## config.mk

```make
export PLATFORM = sky130hd
export DESIGN_NAME = bf16_cvt_arbiter
export DESIGN_NICKNAME = d
export VERILOG_FILES = /design/src/rtl/bf16_cvt_arbiter.sv
export SDC_FILE = /design/constraint.sdc
export NUM_CORES = 1
export LEC_CHECK = 0
export CAP_MARGIN = 20
export CORE_MARGIN = 1.5
export CORE_UTILIZATION = 41
export CTS_BUF_LIST = sky130_fd_sc_hd__clkbuf_8
export DETAILED_ROUTE_END_ITERATION = 6
export HOLD_SLACK_MARGIN = 0.03
export PLACE_DENSITY = 0.81
export SLEW_MARGIN = 20
export SYNTH_ARGS = -nofsm -noshare
export SYNTH_HDL_FRONTEND = slang
export SYNTH_SLANG_ARGS = --single-unit
```

## constraint.sdc

```tcl
create_clock -name clk -period 3.6 [get_ports clk]
set_input_delay 0.72 -clock clk [delete_from_list [all_inputs] [get_ports clk]]
set_output_delay 0.72 -clock clk [all_outputs]
set_load 0.1 [all_outputs]
```

## src/rtl/bf16_cvt_arbiter.sv

```systemverilog
// Round-robin arbiter sharing one BF16->FP32 converter; result registered with requester ID (1-cycle latency).
// Backpressure: rsp_ready passes straight through to req_ready; a held response blocks new grants.
module bf16_cvt_arbiter #(
  parameter int NUM_REQ = 4,
  parameter int ID_W    = $clog2(NUM_REQ),
  parameter int CNT_W   = 16
) (
  input  logic                  clk,
  input  logic                  reset,
  input  logic [NUM_REQ-1:0]    req_valid,
  input  logic [16*NUM_REQ-1:0] req_data,
  output logic [NUM_REQ-1:0]    req_ready,
  output logic                  rsp_valid,
  input  logic                  rsp_ready,
  output logic [31:0]           rsp_data,
  output logic [ID_W-1:0]       rsp_id,
  output logic                  rsp_invalid,
  input  logic                  flag_clr,
  output logic                  invalid_sticky,
  output logic [CNT_W-1:0]      conv_count
);

  typedef enum logic {EMPTY, FULL} state_t;

  localparam logic [ID_W:0]   NUM_REQ_W = (ID_W+1)'(NUM_REQ);
  localparam logic [ID_W-1:0] LAST_ID   = ID_W'(NUM_REQ - 1);

  state_t            state_q, state_d;
  logic [ID_W-1:0]   ptr_q, ptr_d;
  logic [31:0]       rsp_data_q, rsp_data_d;
  logic [ID_W-1:0]   rsp_id_q, rsp_id_d;
  logic              rsp_invalid_q, rsp_invalid_d;
  logic              sticky_q, sticky_d;
  logic [CNT_W-1:0]  cnt_q, cnt_d;

  logic              grant_vld;
  logic [ID_W-1:0]   grant_id;
  logic [ID_W:0]     cand;
  logic              can_accept;
  logic              accept;
  logic [15:0]       sel_dat;
  logic              sel_nan;
  logic [31:0]       cvt_dat;

  // Rotating priority search starting at ptr_q, wrapping modulo NUM_REQ.
  always_comb begin
    grant_vld = 1'b0;
    grant_id  = '0;
    cand      = '0;
    for (int k = 0; k < NUM_REQ; k++) begin
      cand = {1'b0, ptr_q} + k[ID_W:0];
      if (cand >= NUM_REQ_W) cand = cand - NUM_REQ_W;
      if (!grant_vld && req_valid[cand[ID_W-1:0]]) begin
        grant_vld = 1'b1;
        grant_id  = cand[ID_W-1:0];
      end
    end
  end

  always_comb begin
    can_accept = !reset && ((state_q == EMPTY) || rsp_ready);
    accept     = grant_vld && can_accept;
    req_ready  = '0;
    if (accept) req_ready[grant_id] = 1'b1;
  end

  // NaN collapses to the canonical quiet NaN; everything else is a plain widen.
  always_comb begin
    sel_dat = req_data[{grant_id, 4'b0000} +: 16];
    sel_nan = (sel_dat[14:7] == 8'hFF) && (sel_dat[6:0] != 7'd0);
    cvt_dat = sel_nan ? 32'h7FC0_0000 : {sel_dat, 16'h0000};
  end

  always_comb begin
    state_d       = state_q;
    ptr_d         = ptr_q;
    rsp_data_d    = rsp_data_q;
    rsp_id_d      = rsp_id_q;
    rsp_invalid_d = rsp_invalid_q;
    sticky_d      = sticky_q;
    cnt_d         = cnt_q;
    if (accept) begin
      state_d       = FULL;
      ptr_d         = (grant_id == LAST_ID) ? '0 : grant_id + ID_W'(1);
      rsp_data_d    = cvt_dat;
      rsp_id_d      = grant_id;
      rsp_invalid_d = sel_nan;
      cnt_d         = cnt_q + CNT_W'(1);
    end else if (state_q == FULL && rsp_ready) begin
      state_d = EMPTY;
    end
    if (accept && sel_nan) sticky_d = 1'b1;
    else if (flag_clr)     sticky_d = 1'b0;
  end

  always_ff @(posedge clk) begin
    if (reset) begin
      state_q       <= EMPTY;
      ptr_q         <= '0;
      rsp_data_q    <= '0;
      rsp_id_q      <= '0;
      rsp_invalid_q <= 1'b0;
      sticky_q      <= 1'b0;
      cnt_q         <= '0;
    end else begin
      state_q       <= state_d;
      ptr_q         <= ptr_d;
      rsp_data_q    <= rsp_data_d;
      rsp_id_q      <= rsp_id_d;
      rsp_invalid_q <= rsp_invalid_d;
      sticky_q      <= sticky_d;
      cnt_q         <= cnt_d;
    end
  end

  assign rsp_valid      = (state_q == FULL);
  assign rsp_data       = rsp_data_q;
  assign rsp_id         = rsp_id_q;
  assign rsp_invalid    = rsp_invalid_q;
  assign invalid_sticky = sticky_q;
  assign conv_count     = cnt_q;

endmodule

```

After elaboration in Yosys (flattened, before gate mapping):

Index checks and enable logic that the tools add are counted.

* register bits after elaboration: 55
* bits in latches: 0
* memory bits (writable): 0
* ROM bits: 0
* input bits: 72
* output and inout bits: 57
* word-level logic and storage cells: 76
* memories kept: 0

* add/sub/neg operators: 9
* multiply operators: 0
* div/mod/pow operators: 0
* $lt $le $gt $ge: 10
* eq/ne operators: 2
* shift-type cells: 1
* multiplexer cells: 29
* bitwise gates (word level): 1
* reductions and logical operators: 17

Operators by type and width (number)
* 64-bit by 7-bit indexed part select with 16-bit output: 1
* 32-bit 2-to-1 mux: 1
* 2-bit 2-to-1 mux: 9
* 16-bit by 1-bit adder with 16-bit output (second input constant): 1
* 2-bit by 3-bit less-than comparator with 1-bit output (second input constant): 5
* 1-bit 2-to-1 mux: 13
* 3-bit >= comparator (second input constant): 3
* 1-bit logical AND: 9
* 1-bit binary-select mux with 2-bit select: 4
* 8-bit equality test (second input constant): 1
* 2-bit by 1-bit subtractor with 2-bit output (second input constant): 4
* 7-bit nonzero test: 1
* 2-bit by 2-bit adder with 3-bit output (second input constant): 2
* 1-bit logical NOT: 4
* 4-bit 2-to-1 mux: 1
* 2-bit nonzero test: 2
* 2-bit by 1-bit adder with 3-bit output (second input constant): 1
* 2-bit by 3-bit >= comparator with 1-bit output (second input constant): 1
* 2-bit by 1-bit adder with 2-bit output (second input constant): 1
* 1-bit demux with 2-bit select: 1
* 2-bit equality test (second input constant): 1
* 2-bit by 1-bit >= comparator with 1-bit output (second input constant): 1
* 1-bit logical OR: 1
* 1-bit inverter: 1

Longest topological paths before layout:

Gate-level depths: netlist of run 1.

* word-level depth: 19
* gate-level depth with buffers: 12
* gate-level depth less buffers: 9

Least setup slack after synthesis of run 1:

OpenSTA, ideal clock, no wires.

* path kind: input to output
* from: in req_valid[2]
* to: out req_ready[3]
* arrival: 2.973 ns
* required time: 2.880 ns
* setup slack: -0.093 ns
* stages on the path: 9
* buffers on the path: 3
* cells stage by stage: nor2b_1 > or4b_1 > buf_2 > and2_4 > inv_2 > buf_6 > buf_2 > ha_1 > and2_1

* word-level cells in the longest chain between the ends: 17
* elaborated cells between the ends (all ways): 29
* classes of those cells: 2 x order compare; 19 x mux; 8 x reduce/logical

RTL lines
* start, declared: line 10 `input logic [NUM_REQ-1:0] req_valid,`
* 1-bit binary-select mux with 2-bit select: line 53 `if (!grant_vld && req_valid[cand[ID_W-1:0]]) begin`
* 1-bit 2-to-1 mux (implied by the code): line 53
* 1-bit 2-to-1 mux: line 53
* 1-bit logical NOT: line 53
* 1-bit logical AND: line 53
* 1-bit 2-to-1 mux: line 53
* 1-bit logical NOT: line 53
* 1-bit logical AND: line 53
* [... 2 more ...]
* 1-bit logical AND: line 53
* 2-bit 2-to-1 mux *: line 53
* via grant_id[0]: line 37 `logic [ID_W-1:0] grant_id;`
* 2-bit by 3-bit less-than comparator with 1-bit output (implied by the code) / 2-bit by 1-bit >= comparator with 1-bit output (equally long branches): line 64 `if (accept) req_ready[grant_id] = 1'b1;`
* 1-bit logical AND (implied by the code): line 64
* 1-bit 2-to-1 mux (implied by the code): line 64
* 1-bit demux with 2-bit select *: line 64
* 4-bit 2-to-1 mux *: line 64
* end, declared: line 12 `output logic [NUM_REQ-1:0] req_ready,`

Mark *: on every way through the listed nets, which the timed path passes. The rest lies on a longest branch. The select of a mux whose other input is x is not followed.

Worst setup path after layout of run 1:

* from: in req_valid[2]
* to: out req_ready[0]

* word-level cells in the longest chain between the ends: 17
* elaborated cells between the ends (all ways): 29
* classes of those cells: 2 x order compare; 19 x mux; 8 x reduce/logical

RTL lines (line)
* 1-bit binary-select mux with 2-bit select: 53
* 1-bit 2-to-1 mux (implied by the code): 53
* 1-bit 2-to-1 mux: 53
* 1-bit logical NOT: 53
* 1-bit logical AND: 53
* 1-bit 2-to-1 mux: 53
* 1-bit logical NOT: 53
* 1-bit logical AND: 53
* 1-bit 2-to-1 mux: 53
* 1-bit logical NOT: 53
* 1-bit logical AND: 53
* 2-bit 2-to-1 mux: 53
* 2-bit by 3-bit less-than comparator with 1-bit output (implied by the code) / 2-bit by 1-bit >= comparator with 1-bit output (equally long branches): 64
* 1-bit logical AND (implied by the code): 64
* 1-bit 2-to-1 mux (implied by the code): 64
* 1-bit demux with 2-bit select: 64
* 4-bit 2-to-1 mux *: 64

Mark *: on every way between the ends. The rest lies on a longest branch, timed or not. The select of a mux whose other input is x is not followed.

==> results of run 1 <==
## tightest hold or removal path, stage by stage, from the launching register on
cell	delay, ns
dfxtp_1	0.31
nand2_1	0.05
a21oi_1	0.05
## stage by stage
stage / util / TNS, ns / cells / hold slack (ns)
2_1_floorplan: - / 0 / 335 / 0.479
3_3_place_gp: 0.647 / -0.494 / 512 / 0.441
5_1_grt: 0.676 / 0 / 524 / 0.478
4_1_cts: 0.668 / 0 / 520 / 0.456
6_report: 0.676 / 0 / 524 / 0.451
3_5_place_dp: 0.647 / -1.10 / 512 / 0.445
## repair_timing
action / CTS / global route
setup endpoints to repair: 2 / 6
pin swaps: 0 / 0
setup buffers: 0 / 4
cloned: 0 / 0
gates resized for setup: 2 / 7
## power groups by stage
stage / clock network (W) / registers (W) / logic (W)
floorplan: 0 / 0.000753 / 0.000523
global placement: 0 / 0.000517 / 0.00108
detailed placement: 0 / 0.000517 / 0.00109
CTS: 0.000383 / 0.000508 / 0.00110
global route: 0.000401 / 0.000516 / 0.00121
finish: 0.000377 / 0.000510 / 0.00114
## worst paths after layout
kind | to | slack [ns] | depth (start not counted)
min | rsp_data[20] | 0.45 | 2
max reg2reg | rsp_data[18] | 0.71 | 9
min reg2reg | rsp_data[20] | 0.45 | 2
max | req_ready[0] | 0.1 | 8
## state kept, by name (all words and copies together) (netlist names)
signal	cells
conv_count	16
invalid_sticky	1
ptr_q	2
rsp_data	16
rsp_id	2
rsp_invalid	1
rsp_valid	1
## logic make-up after synthesis
| family | Yosys count |
|---|---|
| buffers and inverters | 41 |
| adders and majority gates | 5 |
| muxes | 4 |
| other | 1 |
| and+or+nand+nor | 144 |
| AOI/OAI and AO/OA | 75 |
| xor gates and xnor gates | 11 |
| DFF | 39 |
## per-layer routing
metal / vias to the layer above / GRT usage / wire, um
met3: 20 / 0.0449 / 451
met1: 1294 / 0.292 / 3270
met2: 115 / 0.419 / 3850
li1: 1354 / - / -
met5: - / 0 / 0
met4: 0 / 0.0776 / 242
## layout make-up
class                   instances  area [um2]  area share
clock inverters                 2        35.0     0.00881
clock buffers                   6        82.6      0.0208
inverters                       3        18.8     0.00472
flip-flops and latches         39         781       0.196
multi-input cells             255        1550       0.389
repair buffers                144        1420       0.357
well taps                      75        93.8      0.0236
## layout by cell type, fill, tap and decap left out, types with 5 or more instances in the layout
master           instances
nor2b_1                  5
nand2_1                 59
a22oi_1                  5
nand3_1                 11
o211ai_1                 8
nor2_1                  17
or3_1                    5
a21oi_1                 30
clkdlybuf4s50_1        106
nor4_1                   5
and3_1                   8
ha_1                     5
buf_4                   31
dfxtp_1                 39
conb_1                  16
xor2_1                  10
a211o_1                  5
nand3b_1                11
clkbuf_8                 6
buf_12                   5
nor3b_1                  5
o21ai_0                  6
==> out/qor.txt, run 1 <==
XOR/XNOR share of the synthesized area - 0.0387
Bufs and invs on worst path - 3
Sw frac - 0.450
CTS buffer count - 5
DR DRC count - 0
Main combinational cell family by area after synthesis - simple AND/OR/NAND/NOR gates
Final WL - 7810 um
# Max-Cap Violations - 0
CTS Sinks - 39
Adder-Cell Fraction of Synth Area - 0.0251
Ranking of synthesized cells by area - dfxtp_1 (31%), nand2_1 (8.9%), a21oi_1 (6.0%)
Global-route wire length before repair - 12,200 um
Seq pwr share - 0.252
CP arrival - 2.78 ns
Post-synth ARST share - 0
Syn Area/Cell - 7.78 um2
Final setup violation count - 0
Psw - 0.000912 W
Leakage dissipation - 1.57 nW
Fmax - 285 MHz
Cell Rows - 28
Slowest stage delay, CP - 0.54 ns
RSZ-0062 raised after global routing - no
CP required - 2.88 ns
Min-delay worst type - register to register
Fill count - 487
Comb pwr share - 0.562
Via density - 5.31
CTS tree - built
Flops & latches, synth - 39
Total gr overflow - 0
Commonest cells in the synthesized netlist - nand2_1 (59), dfxtp_1 (39), a21oi_1 (30)
Clock latency on the worst-skew pair - 0.29 ns
Port Buffers - 112
Fin crit share - 0.973
Max FO, Critical Path - 11
Area growth, synth to finish - 59.7%
Routability Congestion - 0.937
DRT antenna net count - 0
Critical-path cell list - clkdlybuf4s50_1, nor2b_4, or4b_1, and2_4, buf_4, ha_1, and2_1, buf_12
Wire length per cell - 14.9 um
Final hold viol count - 0
Simple-gate share of the synthesized area - 0.298
DIE WIDTH - 81.0 um
Delay-heaviest family, CP - simple AND/OR/NAND/NOR gates
Die Ht - 81.0 um
Final Critical Period - 3.50 ns
Synth Warn # - 0
Cell area after synthesis - 2490 um2
Ys flop type - dfxtp_1
Critical Path Sink Type - output pin
Hold_buf cts - 0
CTS Root Cell - clkbuf_8
Status - complete, no violations
Yosys top cell area share - 0.313
CP Launch Type - primary input
Final Net Count - 525
Critical path startpoint - req_valid[2]
Final instance area - 3980 um2
Slew Viols, Final - 0
Int Pwr - 0.00111 W
Largest net degree at the start of global routing - 41
Initial DRC count - 152
Pre-CTS setup slack - -0.159 ns
N_diodes - 0
First-pass DRT Iterations - 4
Mux cell area share after synthesis - 0.0181
Clock share of power - 0.186
Max-slew headroom - 0.333
Max rail drop VDD - 0.393 mV
Starting Density - 0.423
Post-synth EDFFs - 0
Worst setup margin - 0.0970 ns
Pwr Density - 509 nW/um2
Boundary pin count - 129
Die area - 6550 um2
Yosys top cell by area - dfxtp_1
Slew @ Worst Pin - 0.998 ns
Slowest CP cell - or4b_1
Seq/Total Area, Yosys - 0.313
Fraction of layout cells with a size suffix above 1 - 0.149
Pwr Total - 0.00203 W
Placed inst area - 3810 um2
Yosys cell types - 49
Maximum clock path buffer count - 2
Setup CP Type - primary input to output pin
Htree depth - 2
Vias in the first global route - 2,631
Gate Count Post-Synth - 320
Clock-pin slew on the worst setup and hold paths - 0.08 ns
Initial antenna violation count - 0
GRT Resource Usage Total - 0.239
Core footprint - 5890 um2
Most frequent cell after synthesis - nand2_1
Min-delay src - rsp_data[20]
Hpwl dp - 5980 um
Post-synthesis compound-gate area fraction - 0.210
FF-to-FF Start - ptr_q[1]
Clock Skew - 0.00207 ns
Vias - 2,783
Power figures use the tool's default switching activity.
==> run 2: changes to the inputs <==
--- a/config.mk
+++ b/config.mk
@@ -6,6 +6,7 @@
 export NUM_CORES = 1
 export LEC_CHECK = 0
 export CAP_MARGIN = 20
+export CORE_ASPECT_RATIO = 1.1
 export CORE_MARGIN = 1.5
 export CORE_UTILIZATION = 41
 export CTS_BUF_LIST = sky130_fd_sc_hd__clkbuf_8
==> out/qor.txt, run 2 (same netlist as run 1, synthesis figures left out) <==
Clock-pin slew on the worst setup and hold paths - 0.07 ns (about the same)
Slowest stage delay, CP - 0.53 ns (about the same)
Worst setup margin - 0.0793 ns (-0.0178 ns)
WHS Endpoint - rsp_data[18]
Int Pwr - 0.00103 W (-7.7%)
Final Net Count - 522 (-0.57%)
GR Layer Usage met2 - 0.419 (-0.000506)
Via density - 5.18 (-2.5%)
Clock Skew - 0.00371 ns (+0.00164 ns)
Final Critical Period - 3.52 ns (+0.0178 ns)
Htree depth - 2 (unchanged)
Register Area - 781 um2 (unchanged)
Min-delay src - rsp_data[18]
Starting Density - 0.429 (+0.00584)
Leakage dissipation - 1.53 nW (-2.9%)
M3 GR Usage - 0.0533 (+0.00832)
Multi-input logic area - 1540 um2 (-0.48%)
Slowest CP cell - clkdlybuf4s50_1
Hold WS - 0.451 ns (-0.0000720 ns)
Max-slew headroom - 0.308 (-0.0247)
Global-route wire length before repair - 11,800 um (-3.3%)
Fin crit share - 0.978 (+0.00494)
Sw frac - 0.463 (+0.0128)
# Max-Cap Violations - 0 (unchanged)
Fraction of layout cells with a size suffix above 1 - 0.139 (-0.00989)
Boundary pin count - 129 (unchanged)
N_diodes - 0 (unchanged)
Most common cell after layout, fill and taps aside - clkdlybuf4s50_1
RSZ-0062 raised after global routing - no
Hold path depth - 2 (unchanged)
Area growth, synth to finish - 57.6%
Worst reg2reg setup slack - 0.73 ns (+0.02 ns)
Final hold viol count - 0 (unchanged)
Min-delay worst type - register to register
Post-cts resize count - 1 (-1)
Final setup violation count - 0 (unchanged)
Clock latency on the worst-skew pair - 0.29 ns (about the same)
Total gr overflow - 0 (unchanged)
Critical-path cell list - clkdlybuf4s50_1, nor2b_1, or4_1, and2_4, inv_6, buf_12, ha_1, and2_2, buf_12
CP most frequent cell - buf_12
Initial antenna violation count - 0 (unchanged)
Max FO, Critical Path - 15 (+4)
Critical path startpoint - req_valid[1]
Clock share of power - 0.155 (-0.031)
GRT Resource Usage Total - 0.223 (-0.0153)
Cell Rows - 29 (+3.6%)
Initial DRC count - 103 (-32%)
Port Buffers - 112 (unchanged)
Delay-heaviest family, CP - simple AND/OR/NAND/NOR gates
Hpwl dp - 5820 um (-2.6%)
Final WL - 7440 um (-4.8%)
Maximum clock path buffer count - 2 (unchanged)
Vias in the first global route - 2,587 (-1.7%)
CTS Root Cell - clkbuf_8
Final instance area - 3930 um2 (-1.3%)
Psw - 0.000886 W (-2.9%)
DIE WIDTH - 77.3 um (-4.5%)
Fmax - 284 MHz (-0.51%)
Slew Viols, Final - 0 (unchanged)
Most frequent cells in the layout - clkdlybuf4s50_1 (108), nand2_1 (59), dfxtp_1 (39)
Routability Congestion - 0.805 (-14%)
Worst r2r dst - rsp_data[31]
GR Util met1 - 0.256 (-0.0356)
Post-CTS Setup Bufs - 0 (unchanged)
Max rail drop VDD - 0.322 mV (-18%)
Hold_buf cts - 0 (unchanged)
Largest net degree at the start of global routing - 41 (unchanged)
Pre-CTS setup slack - -0.111 ns (+0.0480 ns)
FF-to-FF Start - ptr_q[1]
DR DRC count - 0 (unchanged)
First-pass DRT Iterations - 4 (unchanged)
DRT antenna net count - 0 (unchanged)
Bufs and invs on worst path - 4 (+1)
CP arrival - 2.80 ns (+0.02 ns)
GR peak layer - met2
CP required - 2.88 ns (about the same)
CTS buffer count - 5 (unchanged)
CP Launch Type - primary input
Die area - 6550 um2 (about the same)
Final cell utilization of the core - 0.676 (about the same)
Vias - 2,704 (-2.8%)
Setup CP Type - primary input to output pin
CTS Sinks - 39 (unchanged)
Slew @ Worst Pin - 1.04 ns (+0.0370 ns)
Pwr Density - 487 nW/um2 (-4.3%)
Core footprint - 5810 um2 (-1.4%)
Comb pwr share - 0.580 (+0.018)
Seq pwr share - 0.266 (+0.014)
Placed inst area - 3830 um2 (+0.59%)
Fill count - 501 (+2.9%)
R2r worst-path depth - 8 (-1)
Die Ht - 84.8 um (+4.7%)
Wire length per cell - 14.3 um (-4.4%)
Critical Path Sink Type - output pin
Status - complete, no violations
CTS tree - built
==> run 2: worst max-delay path by stage <==
stage,to,slack (ns),cells after the start
after floorplan,req_ready[2],0.07,8
after global placement,rsp_data[31],0.001,10
after detailed placement,rsp_data[31],-0.11,10
after CTS,req_ready[3],0.04,10
after global routing,req_ready[1],0.01,9
final,req_ready[3],0.08,9
==> run 2: cell type report <==
cell class	instances	share of cell area
clock buffer	6	0.0210
clock inverter	1	0.00127
inverter	3	0.00414
multi-input combinational	255	0.393
sequential	39	0.199
tap	77	0.0245
timing repair buffer	141	0.358
==> run 2: metal layers <==
metal	vias to the layer above	routed length, um
met5	-	0
met4	0	81
met3	8	496
met2	98	3880
met1	1248	2990
li1	1350	-
==> run 2: worst min-delay path: cells and delay by family, from the launching register on <==
family / cells / cell delay (ns)
simple gates: 1 / 0.05
flops: 1 / 0.31
compound gates: 1 / 0.05
==> run 2: power groups by stage <==
| stage | clock network, W | registers, W | logic [W] |
|---|---|---|---|
| 3_5_place_dp | 0 | 0.000517 | 0.00110 |
| 3_3_place_gp | 0 | 0.000516 | 0.00108 |
| 6_report | 0.000296 | 0.000508 | 0.00111 |
| 4_1_cts | 0.000298 | 0.000507 | 0.00111 |
| 2_1_floorplan | 0 | 0.000753 | 0.000523 |
| 5_1_grt | 0.000319 | 0.000513 | 0.00118 |
==> run 2: stage by stage <==
| stage | TNS [ns] | std cells | total power (W) |
|---|---|---|---|
| 2_1_floorplan | 0 | 335 | 0.00128 |
| 3_5_place_dp | -0.519 | 515 | 0.00161 |
| 6_report | 0 | 522 | 0.00191 |
| 4_1_cts | 0 | 522 | 0.00191 |
| 3_3_place_gp | 0 | 515 | 0.00160 |
| 5_1_grt | 0 | 522 | 0.00201 |
==> run 3: changes to the inputs <==
--- a/config.mk
+++ b/config.mk
@@ -12,7 +12,7 @@
 export CTS_BUF_LIST = sky130_fd_sc_hd__clkbuf_8
 export DETAILED_ROUTE_END_ITERATION = 6
 export HOLD_SLACK_MARGIN = 0.03
-export PLACE_DENSITY = 0.81
+export PLACE_DENSITY = 0.83
 export SLEW_MARGIN = 20
 export SYNTH_ARGS = -nofsm -noshare
 export SYNTH_HDL_FRONTEND = slang
==> out/qor.txt, run 3 (same netlist as run 1, synthesis figures left out) <==
Status - complete, no violations
Vias - 2,736 (+1.2%)
Post-CTS Setup Bufs - 0 (unchanged)
Fill count - 471 (-6.0%)
Final Net Count - 515 (-1.3%)
CTS tree - built
Pre-CTS setup slack - -0.0849 ns (+0.0262 ns)
Via density - 5.30 (+2.4%)
RSZ-0062 raised after global routing - yes
Routability Congestion - 0.795 (-1.3%)
R2r worst-path depth - 9 (+1)
Port Buffers - 112 (unchanged)
CP Launch Type - primary input
CP required - 2.88 ns (about the same)
Max FO, Critical Path - 19 (+4)
Clock latency on the worst-skew pair - 0.29 ns (about the same)
Final WL - 7550 um (+1.5%)
Slew Viols, Final - 0 (unchanged)
Most common cell after layout, fill and taps aside - clkdlybuf4s50_1
Leakage dissipation - 1.49 nW (-2.7%)
Area growth, synth to finish - 54.0%
GRT Resource Usage Total - 0.226 (+0.00277)
Starting Density - 0.429 (unchanged)
Multi-input logic area - 1540 um2 (-0.24%)
DIE WIDTH - 77.3 um (unchanged)
Die Ht - 84.8 um (unchanged)
Most frequent cells in the layout - clkdlybuf4s50_1 (108), nand2_1 (59), dfxtp_1 (39)
Fmax - 284 MHz (about the same)
Register Area - 781 um2 (unchanged)
Die area - 6550 um2 (unchanged)
Fraction of layout cells with a size suffix above 1 - 0.121 (-0.0186)
Max-slew headroom - 0.313 (+0.00508)
Core footprint - 5810 um2 (unchanged)
Min-delay worst type - register to register
Total gr overflow - 0 (unchanged)
Pwr Density - 483 nW/um2 (-0.82%)
Cell Rows - 29 (unchanged)
CTS Sinks - 39 (unchanged)
Worst setup margin - 0.0777 ns (-0.00156 ns)
Clock Skew - 0.00589 ns (+0.00218 ns)
CTS Root Cell - clkbuf_8
Boundary pin count - 129 (unchanged)
Hold path depth - 2 (unchanged)
Fin crit share - 0.978 (about the same)
N_diodes - 0 (unchanged)
Initial DRC count - 161 (+56%)
Setup_tns - 0 ns (unchanged)
Final Critical Period - 3.52 ns (+0.00156 ns)
CP arrival - 2.80 ns (about the same)
Htree depth - 2 (unchanged)
Slew @ Worst Pin - 1.03 ns (-0.00759 ns)
Global-route wire length before repair - 11,800 um (about the same)
Critical Path Sink Type - output pin
Setup CP Type - primary input to output pin
Clock-pin slew on the worst setup and hold paths - 0.07 ns (about the same)
Maximum clock path buffer count - 2 (unchanged)
Initial antenna violation count - 0 (unchanged)
Final setup violation count - 0 (unchanged)
Vias in the first global route - 2,510 (-3.0%)
Max rail drop VDD - 0.337 mV (+4.6%)
Final hold viol count - 0 (unchanged)
DRT antenna net count - 0 (unchanged)
Largest net degree at the start of global routing - 41 (unchanged)
DR DRC count - 0 (unchanged)
# Max-Cap Violations - 0 (unchanged)
CTS buffer count - 5 (unchanged)
Hpwl dp - 5690 um (-2.2%)
First-pass DRT Iterations - 4 (unchanged)
Wire length per cell - 14.6 um (+2.7%)
Hold_buf cts - 0 (unchanged)
==> run 3: timing repair <==
action                                  in CTS  in global routing
endpoints found under the hold margin        0                  0
gates resized for setup                      1                  1
pin swaps                                    0                  0
endpoints found under the setup margin       2                  3
==> run 3: path summary, 6_finish.rpt <==
check | startpoint | to | slack [ns]
min | rsp_data[17] | rsp_data[17] | 0.45
max | req_valid[3] | req_ready[1] | 0.08
max reg2reg | ptr_q[1] | rsp_data[31] | 0.76
min reg2reg | rsp_data[17] | rsp_data[17] | 0.45
==> run 3: per-stage QoR <==
step	power [W]	hold slack [ns]	instances	instance area [um2]	utilization
floorplan	0.00128	0.479	335	2550	-
global placement	0.00156	0.442	508	3750	0.646
detailed placement	0.00158	0.444	508	3750	0.646
CTS	0.00186	0.452	516	3840	0.661
global route	0.00195	0.469	516	3840	0.661
finish	0.00185	0.450	516	3840	0.661
==> run 3: final cells by class <==
| type | instances | area share |
|---|---|---|
| Clock buffer | 5 | 0.0179 |
| Clock inverter | 3 | 0.00326 |
| Inverter | 3 | 0.00359 |
| Multi-Input combinational cell | 255 | 0.401 |
| Sequential cell | 39 | 0.204 |
| Tap cell | 77 | 0.0251 |
| Timing Repair Buffer | 134 | 0.346 |
==> run 3: worst max-delay path, stage by stage <==
cell and delay, ns:
clkdlybuf4s50_1 0.55, nor2b_1 0.08, or4b_1 0.53, and2_4 0.21, inv_4 0.18, ha_1 0.19, and2_2 0.17, buf_12 0.17
==> run 3: routing by layer <==
metal	up-vias	track usage	wire length, um	share of wire
li1	1333	-	-	-
met1	1278	0.261	3000	0.40
met2	115	0.419	3890	0.52
met3	10	0.0522	547	0.072
met4	0	0.0529	110	0.015
met5	-	0	0	0
==> run 3: where the power goes <==
group          internal, W  switching [W]  total [W]  leakage, nW
combinational     0.000369       0.000697    0.00107         1.12
sequential        0.000472      0.0000354   0.000508        0.319
clock             0.000130       0.000150   0.000280       0.0505
total             0.000971       0.000882    0.00185         1.49
